## config.mk

```make
export PLATFORM = sky130hd
export DESIGN_NAME = inc_pulse_gen
export DESIGN_NICKNAME = d
export VERILOG_FILES = /design/src/rtl/inc_pulse_gen.sv
export SDC_FILE = /design/constraint.sdc
export NUM_CORES = 1
export LEC_CHECK = 0
export ABC_CLOCK_PERIOD_IN_PS = 3000
export BUFFER_PORTS_ARGS = -buffer_cell sky130_fd_sc_hd__clkbuf_2
export CELL_PAD_IN_SITES_DETAIL_PLACEMENT = 1
export CELL_PAD_IN_SITES_GLOBAL_PLACEMENT = 1
export CORE_MARGIN = 1.5
export CORE_UTILIZATION = 46
export CTS_CLUSTER_DIAMETER = 60
export CTS_CLUSTER_SIZE = 12
export DETAILED_ROUTE_END_ITERATION = 7
export PLACE_DENSITY_LB_ADDON = 0.3
export SLEW_MARGIN = 20
export SYNTH_ARGS = -nofsm -noshare
export SYNTH_HDL_FRONTEND = slang
export SYNTH_SLANG_ARGS = --single-unit
```

## constraint.sdc

```tcl
create_clock -name clk -period 3 [get_ports clk]
set_input_delay 0.6 -clock clk [delete_from_list [all_inputs] [get_ports clk]]
set_output_delay 0.6 -clock clk [all_outputs]
set_load 0.01 [all_outputs]
```

## src/rtl/inc_pulse_gen.sv

```systemverilog
// inc_pulse_gen: conditions a raw push-button and direction switch into the
// inc / up_down_sel drive of a counter digit. Both pins are synchronized,
// the button is debounced, and each accepted press yields one single-cycle
// inc pulse, optionally followed by auto-repeat pulses while it stays held.
module inc_pulse_gen #(
  parameter int unsigned DEBOUNCE_CYCLES = 4,
  parameter int unsigned REPEAT_DELAY    = 16,
  parameter int unsigned REPEAT_PERIOD   = 4,
  parameter int unsigned TIMER_W         = 8
) (
  input  logic clk,
  input  logic rst_n,
  input  logic btn_in,
  input  logic dir_in,
  input  logic repeat_en,
  output logic inc,
  output logic up_down_sel,
  output logic btn_state
);

  // Terminal counts: a timer reaching these on a qualifying cycle fires.
  localparam logic [TIMER_W-1:0] DB_LAST  = TIMER_W'(DEBOUNCE_CYCLES - 1);
  localparam logic [TIMER_W-1:0] RD_LAST  = TIMER_W'(REPEAT_DELAY - 1);
  localparam logic [TIMER_W-1:0] RP_LAST  = TIMER_W'(REPEAT_PERIOD - 1);
  localparam logic [TIMER_W-1:0] TIMER_ONE = TIMER_W'(1);

  typedef enum logic [1:0] {
    IDLE   = 2'd0,
    HOLD   = 2'd1,
    REPEAT = 2'd2
  } state_t;

  logic               btn_meta_r;
  logic               s_btn_r;
  logic               dir_meta_r;
  logic               s_dir_r;
  logic               db_r;
  logic [TIMER_W-1:0] dcnt_r;
  state_t             state_r;
  state_t             state_s;
  logic [TIMER_W-1:0] rt_r;
  logic [TIMER_W-1:0] rt_s;
  logic               pulse_s;
  logic               inc_r;
  logic               up_down_sel_r;

  // Two-flop synchronizers bring the asynchronous pins into the clk domain.
  always_ff @(posedge clk or negedge rst_n) begin
    if (!rst_n) begin
      btn_meta_r <= 1'b0;
      s_btn_r    <= 1'b0;
      dir_meta_r <= 1'b0;
      s_dir_r    <= 1'b0;
    end else begin
      btn_meta_r <= btn_in;
      s_btn_r    <= btn_meta_r;
      dir_meta_r <= dir_in;
      s_dir_r    <= dir_meta_r;
    end
  end

  // Debounce: accept a new level only after DEBOUNCE_CYCLES consecutive
  // synchronized samples disagree with the current debounced level.
  always_ff @(posedge clk or negedge rst_n) begin
    if (!rst_n) begin
      db_r   <= 1'b0;
      dcnt_r <= {TIMER_W{1'b0}};
    end else if (s_btn_r == db_r) begin
      db_r   <= db_r;
      dcnt_r <= {TIMER_W{1'b0}};
    end else if (dcnt_r == DB_LAST) begin
      db_r   <= s_btn_r;
      dcnt_r <= {TIMER_W{1'b0}};
    end else begin
      db_r   <= db_r;
      dcnt_r <= dcnt_r + TIMER_ONE;
    end
  end

  // FSM state and repeat timer registers.
  always_ff @(posedge clk or negedge rst_n) begin
    if (!rst_n) begin
      state_r <= IDLE;
      rt_r    <= {TIMER_W{1'b0}};
    end else begin
      state_r <= state_s;
      rt_r    <= rt_s;
    end
  end

  // Next-state and pulse decision. Release is checked first, then a
  // repeat_en drop, so neither can be overridden by a timer expiry.
  always_comb begin
    state_s = state_r;
    rt_s    = rt_r;
    pulse_s = 1'b0;
    case (state_r)
      IDLE: begin
        rt_s = {TIMER_W{1'b0}};
        if (db_r) begin
          pulse_s = 1'b1;
          state_s = HOLD;
        end else begin
          state_s = IDLE;
        end
      end
      HOLD: begin
        if (!db_r) begin
          state_s = IDLE;
          rt_s    = {TIMER_W{1'b0}};
        end else if (!repeat_en) begin
          state_s = HOLD;
          rt_s    = {TIMER_W{1'b0}};
        end else if (rt_r == RD_LAST) begin
          pulse_s = 1'b1;
          state_s = REPEAT;
          rt_s    = {TIMER_W{1'b0}};
        end else begin
          state_s = HOLD;
          rt_s    = rt_r + TIMER_ONE;
        end
      end
      REPEAT: begin
        if (!db_r) begin
          state_s = IDLE;
          rt_s    = {TIMER_W{1'b0}};
        end else if (!repeat_en) begin
          state_s = HOLD;
          rt_s    = {TIMER_W{1'b0}};
        end else if (rt_r == RP_LAST) begin
          pulse_s = 1'b1;
          state_s = REPEAT;
          rt_s    = {TIMER_W{1'b0}};
        end else begin
          state_s = REPEAT;
          rt_s    = rt_r + TIMER_ONE;
        end
      end
      default: begin
        state_s = IDLE;
        rt_s    = {TIMER_W{1'b0}};
      end
    endcase
  end

  // Registered outputs: inc lasts one cycle, direction is captured only
  // on a pulse edge so switch movement between pulses is never visible.
  always_ff @(posedge clk or negedge rst_n) begin
    if (!rst_n) begin
      inc_r         <= 1'b0;
      up_down_sel_r <= 1'b0;
    end else begin
      inc_r <= pulse_s;
      if (pulse_s) begin
        up_down_sel_r <= s_dir_r;
      end else begin
        up_down_sel_r <= up_down_sel_r;
      end
    end
  end

  assign inc         = inc_r;
  assign up_down_sel = up_down_sel_r;
  assign btn_state   = db_r;

endmodule

```

### Yosys cells after proc, flatten, opt, wreduce, memory -nomap -nowiden

Index checks and enable logic that the tools add are counted.

* flip-flop bits (word level): 25
* bits in latches: 0
* bits in writable memories: 0
* memory bits (read-only): 0
* input bits: 5
* output and inout bits: 3
* logic and storage cells: 45
* memories kept: 0

* $add $sub $neg: 2
* multipliers: 0
* div/mod/pow operators: 0
* $lt $le $gt $ge: 0
* equal/unequal tests: 6
* shift-type cells: 0
* muxes and demuxes: 24
* bitwise operators: 1
* reductions and logical operators: 2

Operators with widths (count)
* 8-bit 2-to-1 mux: 8
* 8-bit by 1-bit adder with 8-bit output, second input constant: 2
* 8-bit by 2-bit == test with 1-bit output, second input constant: 2
* 8-bit case mux with 2 select lines: 1
* 2-bit 2-to-1 mux: 5
* 8-bit by 4-bit == test with 1-bit output, second input constant: 1
* 1-bit 2-to-1 mux: 8
* 2-bit case mux with 3 select lines: 1
* 1-bit case mux with 3 select lines: 1
* 2-bit by 1-bit == test with 1-bit output, second input constant: 1
* 2-bit == test, second input constant: 1
* 2-bit zero test: 1
* 2-bit AND reduction: 1
* 1-bit == test: 1
* 1-bit inverter: 1

### Longest topological paths before layout

Gate-level depths: netlist (run 1).

* depth in word-level cells: 5
* mapped depth: 6
* gate-level depth less buffers: 6

### Worst setup path before layout (run 1)

No wires, ideal clock.

* path kind: reg-to-reg
* start: reg state_r[0]
* end: reg up_down_sel_r, in the netlist up_down_sel
* arrival time: 1993 ps
* data required time: 2872 ps
* path slack: 879 ps
* cell stages (with the launch flop): 7
* buffers on the path: 0
* cells stage by stage: dfrtp_1 -> inv_1 -> ha_1 -> or3b_2 -> a2111o_1 -> a21oi_2 -> mux2_1

* cells in the longest elaborated chain, start to end: 2
* elaborated cells on any way between the ends: 4
* those cells by class: eq/ne: 2; mux: 1; reduce/logical: 1

RTL lines
* start: declaration: line 39 `state_t state_r;`
* start signal: assignment: line 86 `state_r <= state_s;`
* 2-bit == test (tied with other cells): line 97 `case (state_r)`
* 1-bit case mux with 3 select lines (*): line 97
* net pulse_s: line 43 `logic pulse_s;`
* end signal: assignment: line 155 `up_down_sel_r <= s_dir_r;`
* end signal: assignment: line 157 `up_down_sel_r <= up_down_sel_r;`
* end: declaration: line 45 `logic up_down_sel_r;`

The timed path passes the listed nets; every way through them passes the cells marked *.
A chain may end at the register's enable or synchronous reset.

### Worst setup path in the final report (run 1)

Ends and elaborated chain as after synthesis.

==> results of run 1 <==
-- final timing paths --
kind	startpoint	endpoint	slack (ns)	cells past startpoint
worst min register to register	btn_meta_r$_DFF_PN0_	s_btn_r$_DFF_PN0_	0.38	0
worst min-delay path	rst_n	rt_r[4]$_DFF_PN0_	0.27	1
worst max-delay path	state_r[0]$_DFF_PN0_	up_down_sel$_DFFE_PN0P_	0.66	6
min in group clk	btn_meta_r$_DFF_PN0_	s_btn_r$_DFF_PN0_	0.38	0
max in group asynchronous	rst_n	state_r[0]$_DFF_PN0_	2.33	1
worst max register to register	state_r[0]$_DFF_PN0_	up_down_sel$_DFFE_PN0P_	0.66	6
-- power by group through the flow --
stage / clock (mW) / combinational, mW / sequential (mW)
finish: 0.151 / 0.189 / 0.430
global route: 0.166 / 0.217 / 0.439
CTS: 0.157 / 0.193 / 0.430
detailed placement: 0 / 0.191 / 0.436
global placement: 0 / 0.175 / 0.435
floorplan: 0 / 0.125 / 0.426
-- state kept, by name, summed over array words and instances, names as in the netlist --
register     cells
btn_meta_r       1
btn_state        1
dcnt_r           8
dir_meta_r       1
inc              1
rt_r             8
s_btn_r          1
s_dir_r          1
state_r          2
up_down_sel      1
-- logic make-up after synthesis --
kind of cell	after synthesis	share of synthesized area [%]
muxes	2	1.94
and+or+nand+nor	44	19.5
AOI/OAI and AO/OA	11	7.22
adders and majority gates	6	6.47
DFF	25	53.9
buffers and inverters	6	1.94
xor gates and xnor gates	12	9.05
-- per-layer routing --
metal	global-route usage [%]	vias to the layer above	part of all wire (%)
li1	-	383	-
met5	0	-	0
met1	25.2	429	46
met3	3.11	4	1.9
met2	31.3	12	51
met4	8.55	0	0.94
-- final cells by class --
| type | count | area (sq um) | area share [%] |
|---|---|---|---|
| flip-flops and latches | 25 | 626 | 49.8 |
| multi-input cells | 75 | 513 | 40.8 |
| well taps | 30 | 37.5 | 2.99 |
| repair buffers | 7 | 35.0 | 2.79 |
| clock buffers | 3 | 22.5 | 1.79 |
| inverters | 5 | 18.8 | 1.49 |
| clock inverters | 1 | 5.00 | 0.398 |
-- stage by stage --
stage          hold slack (ns)  cell area (sq um)  setup slack [ns]  total power, mW
2_1_floorplan            0.304               1160             0.879            0.551
3_3_place_gp             0.337               1230             0.829            0.611
3_5_place_dp             0.347               1230             0.691            0.628
4_1_cts                  0.285               1260             0.664            0.781
5_1_grt                  0.307               1260             0.535            0.822
6_report                 0.271               1260             0.659            0.769
-- placed cells by master, fill, tap and decap left out --
master | netlist | routed
nor2b_1 | 1 | 1
xor2_1 | 9 | 9
o311ai_0 | 1 | 1
o211a_1 | 1 | 1
nor2_1 | 16 | 16
nand2_1 | 5 | 5
o21ai_0 | 1 | 1
or3b_2 | 1 | 1
nand3b_1 | 1 | 1
ha_1 | 6 | 6
inv_1 | 5 | 5
or4_4 | 1 | 1
nand3_1 | 9 | 9
nor3_1 | 1 | 1
nand2b_1 | 1 | 1
or4_1 | 1 | 1
and3_1 | 4 | 4
a2111o_1 | 1 | 1
dfrtp_1 | 25 | 25
a32oi_1 | 1 | 1
a21oi_2 | 1 | 1
or4b_1 | 1 | 1
mux2_2 | 1 | 1
nand4_1 | 1 | 1
clkinv_2 | 0 | 1
o2111ai_1 | 1 | 1
clkbuf_4 | 0 | 3
o21bai_1 | 1 | 1
mux2_1 | 1 | 1
xnor2_1 | 3 | 3
clkbuf_2 | 0 | 7
a21oi_1 | 3 | 3
and4_1 | 1 | 1
-- worst max-delay path, stage by stage, from the launching register on --
cell	delay, ns
dfrtp_1	0.42
inv_1	0.10
ha_1	0.27
or3b_2	0.46
a2111o_1	0.44
a21oi_2	0.21
mux2_1	0.33
==> impl_metrics.toml, run 1 <==
[run_status]
status = "completed"

[cells_and_area]
layout-drive-gt1-share_pct = 12.9
fill_cells = 262
n_antenna_cell = 0
final_cells = 146
nNetsFinal = 128
area_delta_synth_final_pct = 8.30
finish.utilization_pct = 51.7

[synth]
async_flop_share_pct = 100
avgSynthCellArea_sq_um = 11.0
ys_seq_area_share_pct = 53.9
synth_nets = 117
synth.cell_area_sq_mm = 0.00116
synth.distinct_cells = 31
yosys-top-cells-count = "dfrtp_1 (25), nor2_1 (16), nand3_1 (9), xor2_1 (9), ha_1 (6)"
synth.most_common_cell = "dfrtp_1"
synth-main-ff-cell = "dfrtp_1"
synth-edff-count = 0
yosys_warnings = 0
synth_top_area_share_pct = 53.9
synth_area_leaders = "dfrtp_1 (54%), xor2_1 (6.8%), ha_1 (6.5%)"
syn_inst = 106
synth_top_area_cell = "dfrtp_1"
yosys_register_bits = 25

[power_and_ir_drop]
switchingPower_mw = 0.260
swShare_pct = 33.8
seq_power_share_pct = 55.9
ir_drop_v = 0.000361
leakage_nw = 0.572
intPower_mw = 0.509
clockPowerShare_pct = 19.6
combPwrFrac_pct = 24.5
power.density_mw_per_mm2 = 612

[global_routing]
grt_util_all_layers_pct = 19.3
grt_pass1_wl_microns = 3910
antenna_found_initial = 0
grt_max_degree = 26
grt_pass1_vias = 894
grt-ovfl-total = 0

[flow_run]
max-cap-violations = 0

[drt]
drc = 0
wl_microns = 2230
drt-vias-per-instance = 5.67
vias = 828
wl_per_cell_microns = 15.3
drt_iter0_drc = 7
detailedRoute.firstPassIterationCount = 4
detail-route-antenna-nets = 0

[clock_tree]
clkSinkCount = 25
cts_tree = "built"
clkLatencyLatePin_ns = 0.32
cts-buffers-inserted = 3
clockRootBuffer = "clkbuf_4"
cts_hold_buf = 0
ctsResizeCount = 0
cts_setup_buffers = 0
clk_pin_slew_ns = 0.14
htreeDepth = 1
clockBufferDepth = 2

[timing]
fin_setup_tns_ns = 0
hold_violations = 0
rsz0062_at_grt = "false"
finClkSkew_ns = 0.00604
finalMaxSlewViolations = 0
fmax_ghz = 0.427
period_minus_slack_ns = 2.34
timing.final.crit_share_pct = 78.0
finalSetupViolations = 0
slew_headroom_pct = 58.8
worst_pin_slew_ns = 0.618

[critical_path]
arrival_ns = 2.55
crit_path_end_kind = "flop"
start_kind = "flop"
crit_fanout = 6
path_class = "reg2reg"
worst_ep_required_time_ns = 3.21

[die]
die_x_microns = 53.2
rows = 18
pin_count = 8
initial_core_util_pct = 47.7
die_area_sq_mm = 0.00283
core_sq_mm = 0.00243
die_y_microns = 53.2

[placement]
gp_congestion = 0.769
dp_hpwl_microns = 1670
port-buffer-count = 7
numPlacedInstances = 142

[worst_hold_path]
min_path_type = "in2async"
Note: power is estimated with default switching activity, not from simulation.
==> inputs of run 2 (changes only) <==
--- a/config.mk
+++ b/config.mk
@@ -5,12 +5,12 @@
 export SDC_FILE = /design/constraint.sdc
 export NUM_CORES = 1
 export LEC_CHECK = 0
-export ABC_CLOCK_PERIOD_IN_PS = 3000
+export ABC_CLOCK_PERIOD_IN_PS = 2100
 export BUFFER_PORTS_ARGS = -buffer_cell sky130_fd_sc_hd__clkbuf_2
 export CELL_PAD_IN_SITES_DETAIL_PLACEMENT = 1
 export CELL_PAD_IN_SITES_GLOBAL_PLACEMENT = 1
 export CORE_MARGIN = 1.5
-export CORE_UTILIZATION = 46
+export CORE_UTILIZATION = 41
 export CTS_CLUSTER_DIAMETER = 60
 export CTS_CLUSTER_SIZE = 12
 export DETAILED_ROUTE_END_ITERATION = 7
==> constraint.sdc (replaced) <==
create_clock -name clk -period 2.1 [get_ports clk]
set_input_delay 0.42 -clock clk [delete_from_list [all_inputs] [get_ports clk]]
set_output_delay 0.42 -clock clk [all_outputs]
set_load 0.01 [all_outputs]
==> run 2 against run 1 <==
Sequential cell count unchanged. Non-clock buffer count increased by 9. First-iteration DRC count is 100% higher. Global-route usage shrank 1.6 points. Count of clock-buffer cells in the layout grew 1. Via count increased by 1.1%. Sequential power grew 41%. Sequential share of layout area decreased by 3.2 points. Hold slack worse by 0.17 ns. Setup slack lost 0.59 ns. Largest cell class unchanged.
==> impl_metrics.toml, run 2 (synthesis gave the netlist of run 1 again) <==
[run_status]
status = "completed"

[timing]
fin_setup_tns_ns = 0
finalSetupViolations = 0
fmax_ghz = 0.492
timing.final.crit_share_pct = 96.9
hold_violations = 0
period_minus_slack_ns = 2.03
slew_headroom_pct = 58.6
finClkSkew_ns = 0.00937
worst_pin_slew_ns = 0.621
rsz0062_at_grt = "false"
finalMaxSlewViolations = 0
hold_ws_ns = 0.105

[placement]
placed_cell_area_sq_mm = 0.00129
gp_congestion = 0.813
dp_hpwl_microns = 1850
port-buffer-count = 7

[die]
initial_core_util_pct = 42.8
die_y_microns = 56.2
rows = 19
die_x_microns = 56.2
core_sq_mm = 0.00271
pin_count = 8
die_area_sq_mm = 0.00316

[cells_and_area]
final_common_cell = "dfrtp_1"
n_antenna_cell = 0
top_regs = "dcnt_r: 8 flops, rt_r: 8 flops, state_r: 2 flops"
layout-drive-gt1-share_pct = 20.8
fill_cells = 311
final_cell_area_sq_mm = 0.00134
final_cell_mix = "dfrtp_1 (25), nor2_1 (16), nand3_1 (9), xor2_1 (9), buf_4 (9)"
nNetsFinal = 137
area_delta_synth_final_pct = 15.7

[clock_tree]
cts_hold_buf = 0
clkSinkCount = 25
cts-buffers-inserted = 3
cts_tree = "built"
clockBufferDepth = 2
htreeDepth = 1
clkLatencyLatePin_ns = 0.30
clockRootBuffer = "clkbuf_4"
clk_pin_slew_ns = 0.13

[critical_path]
arrival_ns = 2.23
start_kind = "flop"
crit_path_end_kind = "flop"
worst_ep_required_time_ns = 2.30
worst_path_largest_cell_delay_ns = 0.58
cp_slowest_cell = "or4_4"
worstPathCellList = "or4_4 -> a2111o_1 -> a21oi_2 -> mux2_4"
path_class = "reg2reg"
crit_fanout = 5

[global_routing]
antenna_found_initial = 0
grt-ovfl-total = 0
grt_pass1_vias = 959
grt_pass1_wl_microns = 4370
grt_max_degree = 26
grt_util_all_layers_pct = 17.7

[drt]
detailedRoute.firstPassIterationCount = 3
vias = 837
wl_microns = 2480
drt_iter0_drc = 14
drc = 0
detail-route-antenna-nets = 0
wl_per_cell_microns = 15.9
drt-vias-per-instance = 5.37

[power_and_ir_drop]
leakage_nw = 0.622
ir_drop_v = 0.000546
power.density_mw_per_mm2 = 855
totalPowerFinal_mw = 1.15

[worst_hold_path]
min_path_type = "in2async"

[flow_run]
max-cap-violations = 0
-- run 2: changes by cell type in the layout (fill, tap and decap cells not counted), sizes merged --
cell    delta
clkbuf     +1
buf        +9
clkinv     -1
-- run 2: critical path: cells and delay by family (launching register included) --
family	cells	cell delay, ns
AOI/OAI and AO/OA	2	0.61
DFF	1	0.43
muxes	1	0.31
and+or+nand+nor	1	0.58
-- run 2: worst paths after layout --
check,startpoint,end,slack (ns),cells after the start
min,rst_n,rt_r[3]$_DFF_PN0_,0.11,1
max reg2reg,rt_r[5]$_DFF_PN0_,up_down_sel$_DFFE_PN0P_,0.07,4
min reg2reg,dir_meta_r$_DFF_PN0_,s_dir_r$_DFF_PN0_,0.37,0
max in group asynchronous,rst_n,dcnt_r[2]$_DFF_PN0_,1.59,1
max,rt_r[5]$_DFF_PN0_,up_down_sel$_DFFE_PN0P_,0.07,4
min in group clk,btn_in,btn_meta_r$_DFF_PN0_,0.22,1
-- run 2: area by class of cell --
cell class	count	area (sq um)	share of cell area, %
Inverter	5	18.8	1.40
Clock buffer	4	26.3	1.96
Sequential cell	25	626	46.6
Tap cell	31	38.8	2.89
Multi-Input combinational cell	75	532	39.6
Timing Repair Buffer	16	103	7.63
-- run 2: power breakdown --
| group | total [mW] | switching [mW] | leakage [nW] | internal (mW) |
|---|---|---|---|---|
| logic | 0.336 | 0.180 | 0.276 | 0.156 |
| registers | 0.608 | 0.0623 | 0.331 | 0.546 |
| clock network | 0.205 | 0.131 | 0.0150 | 0.0739 |
-- run 2: through the flow --
stage / setup slack (ns) / cells / utilization (%)
5_1_grt: 0.00222 / 156 / 49.6
3_5_place_dp: 0.0132 / 150 / 47.5
6_report: 0.0658 / 156 / 49.6
2_1_floorplan: 0.0361 / 106 / -
3_3_place_gp: 0.0599 / 150 / 47.5
4_1_cts: 0.00823 / 154 / 48.4
-- run 2: layer usage --
layer | global-route usage [%] | wire length [microns] | share of wire, % | up-vias
met2 | 33.3 | 1380 | 55 | 4
met4 | 4.08 | 19 | 0.76 | 0
met3 | 3.02 | 28 | 1.1 | 2
li1 | - | - | - | 405
met1 | 20.8 | 1060 | 43 | 426
met5 | 0 | 0 | 0 | -
-- run 2: timing repair --
action | 4_1_cts | 5_1_grt
setup buffers | 0 | 2
gates resized for setup | 0 | 4
endpoints found under the setup margin | 1 | 1
endpoints found under the hold margin | 0 | 0
pin swaps | 1 | 2
==> inputs of run 3 (changes only) <==
--- a/config.mk
+++ b/config.mk
@@ -15,6 +15,7 @@
 export CTS_CLUSTER_SIZE = 12
 export DETAILED_ROUTE_END_ITERATION = 7
 export PLACE_DENSITY_LB_ADDON = 0.3
+export REMOVE_ABC_BUFFERS = 1
 export SLEW_MARGIN = 20
 export SYNTH_ARGS = -nofsm -noshare
 export SYNTH_HDL_FRONTEND = slang
==> run 3 against run 2 <==
Combinational power fell by 12%. Sequential power rose by 0.8%. Setup slack got worse by 0.0048 ns. Critical path type unchanged. Critical endpoint unchanged.
==> impl_metrics.toml, run 3 (synthesis gave the netlist of run 1 again) <==
[run_status]
status = "completed"

[global_routing]
grt_max_degree = 26
antenna_found_initial = 0
grt_pass1_wl_microns = 4330
grt-ovfl-total = 0
grt_pass1_vias = 937
grt_util_all_layers_pct = 18.0

[clock_tree]
clk_pin_slew_ns = 0.14
clkSinkCount = 25
cts_tree = "built"
clockBufferDepth = 2
cts-buffers-inserted = 3
htreeDepth = 1
clkLatencyLatePin_ns = 0.31
clockRootBuffer = "clkbuf_4"
cts_hold_buf = 0

[placement]
numPlacedInstances = 149
dp_hpwl_microns = 1770
gp_congestion = 0.745
port-buffer-count = 7
pre_cts_ws_ns = -0.0671

[power_and_ir_drop]
power.density_mw_per_mm2 = 858
totalPowerFinal_mw = 1.13
leakage_nw = 0.606
ir_drop_v = 0.000474

[timing]
hold_violations = 0
slew_headroom_pct = 59.6
timing.final.crit_share_pct = 97.1
final.setup.worst_slack_ns = 0.0610
finClkSkew_ns = 0.00357
finalMaxSlewViolations = 0
fmax_ghz = 0.490
finalSetupViolations = 0
worst_pin_slew_ns = 0.606
period_minus_slack_ns = 2.04
rsz0062_at_grt = "false"

[die]
die_area_sq_mm = 0.00316
die_y_microns = 56.2
die_x_microns = 56.2
rows = 19
pin_count = 8
initial_core_util_pct = 42.8
core_sq_mm = 0.00271

[critical_path]
crit_path_end_kind = "flop"
worstPathCellList = "or4_4 -> a2111o_1 -> a21oi_2 -> mux2_4"
arrival_ns = 2.25
worst_ep_required_time_ns = 2.32
crit_fanout = 5
start_kind = "flop"
path_depth = 4
path_class = "reg2reg"
worst_path_largest_cell_delay_ns = 0.58
cp_slowest_cell = "or4_4"
critical-path-top-delay-family = "compound AO/OA/AOI/OAI gates"
crit_buf_inv = 0
reg2reg_depth = 4

[cells_and_area]
final-seq-area_sq_um = 626
layout-drive-gt1-share_pct = 18.9
nNetsFinal = 134
multi_input_area_sq_um = 522
final_cell_mix = "dfrtp_1 (25), nor2_1 (16), nand3_1 (9), xor2_1 (9), clkbuf_2 (7)"
finish.utilization_pct = 48.4
fill_cells = 322
area_delta_synth_final_pct = 12.9
final_cells = 153
top_regs = "dcnt_r: 8 flops, rt_r: 8 flops, state_r: 2 flops"
n_antenna_cell = 0
final_common_cell = "dfrtp_1"

[drt]
drt-vias-per-instance = 5.49
detailedRoute.firstPassIterationCount = 4
wl_microns = 2320
drt_iter0_drc = 19
drc = 0
wl_per_cell_microns = 15.2
vias = 840
detail-route-antenna-nets = 0

[worst_hold_path]
min_path_type = "in2async"

[flow_run]
max-cap-violations = 0
==> run 3: stage by stage <==
| stage | hold slack [ns] | setup TNS [ns] | cell area, sq um |
|---|---|---|---|
| after global routing | 0.108 | 0 | 1310 |
| after CTS | 0.100 | 0 | 1310 |
| after global placement | 0.332 | 0 | 1280 |
| after detailed placement | 0.336 | -0.0671 | 1280 |
| after floorplan | 0.124 | -0.0209 | 1160 |
| final | 0.0830 | 0 | 1310 |
==> run 3: where the power goes <==
group | switching, mW | internal [mW] | leakage [nW]
sequential | 0.0670 | 0.546 | 0.331
clock | 0.142 | 0.0742 | 0.0150
combinational | 0.159 | 0.137 | 0.260
==> run 3: path summary, 6_finish.rpt <==
path | end | slack, ns | start
max in group asynchronous | dcnt_r[1]$_DFF_PN0_ | 1.62 | rst_n
setup reg to reg | up_down_sel$_DFFE_PN0P_ | 0.06 | rt_r[5]$_DFF_PN0_
min in group clk | btn_meta_r$_DFF_PN0_ | 0.20 | btn_in
hold / removal | inc$_DFF_PN0_ | 0.08 | rst_n
hold reg to reg | s_dir_r$_DFF_PN0_ | 0.37 | dir_meta_r$_DFF_PN0_
setup / recovery | up_down_sel$_DFFE_PN0P_ | 0.06 | rt_r[5]$_DFF_PN0_
==> run 3: final cells by class <==
| cell class | count | area share, % |
|---|---|---|
| Multi-Input combinational cell | 75 | 39.8 |
| Inverter | 5 | 1.43 |
| Clock buffer | 4 | 2.00 |
| Timing Repair Buffer | 13 | 6.11 |
| Tap cell | 31 | 2.96 |
| Sequential cell | 25 | 47.7 |
==> run 3: metal layers <==
metal	share of wire, %	global-route usage (%)
met5	0	0
met4	4.2	10.9
met3	2.0	2.33
met2	50	29.7
met1	44	22.2
==> run 3: what timing repair did <==
action                                  4_1_cts  5_1_grt
endpoints found under the setup margin        1        0
buffers inserted                              0        0
gates resized for setup                       4        0
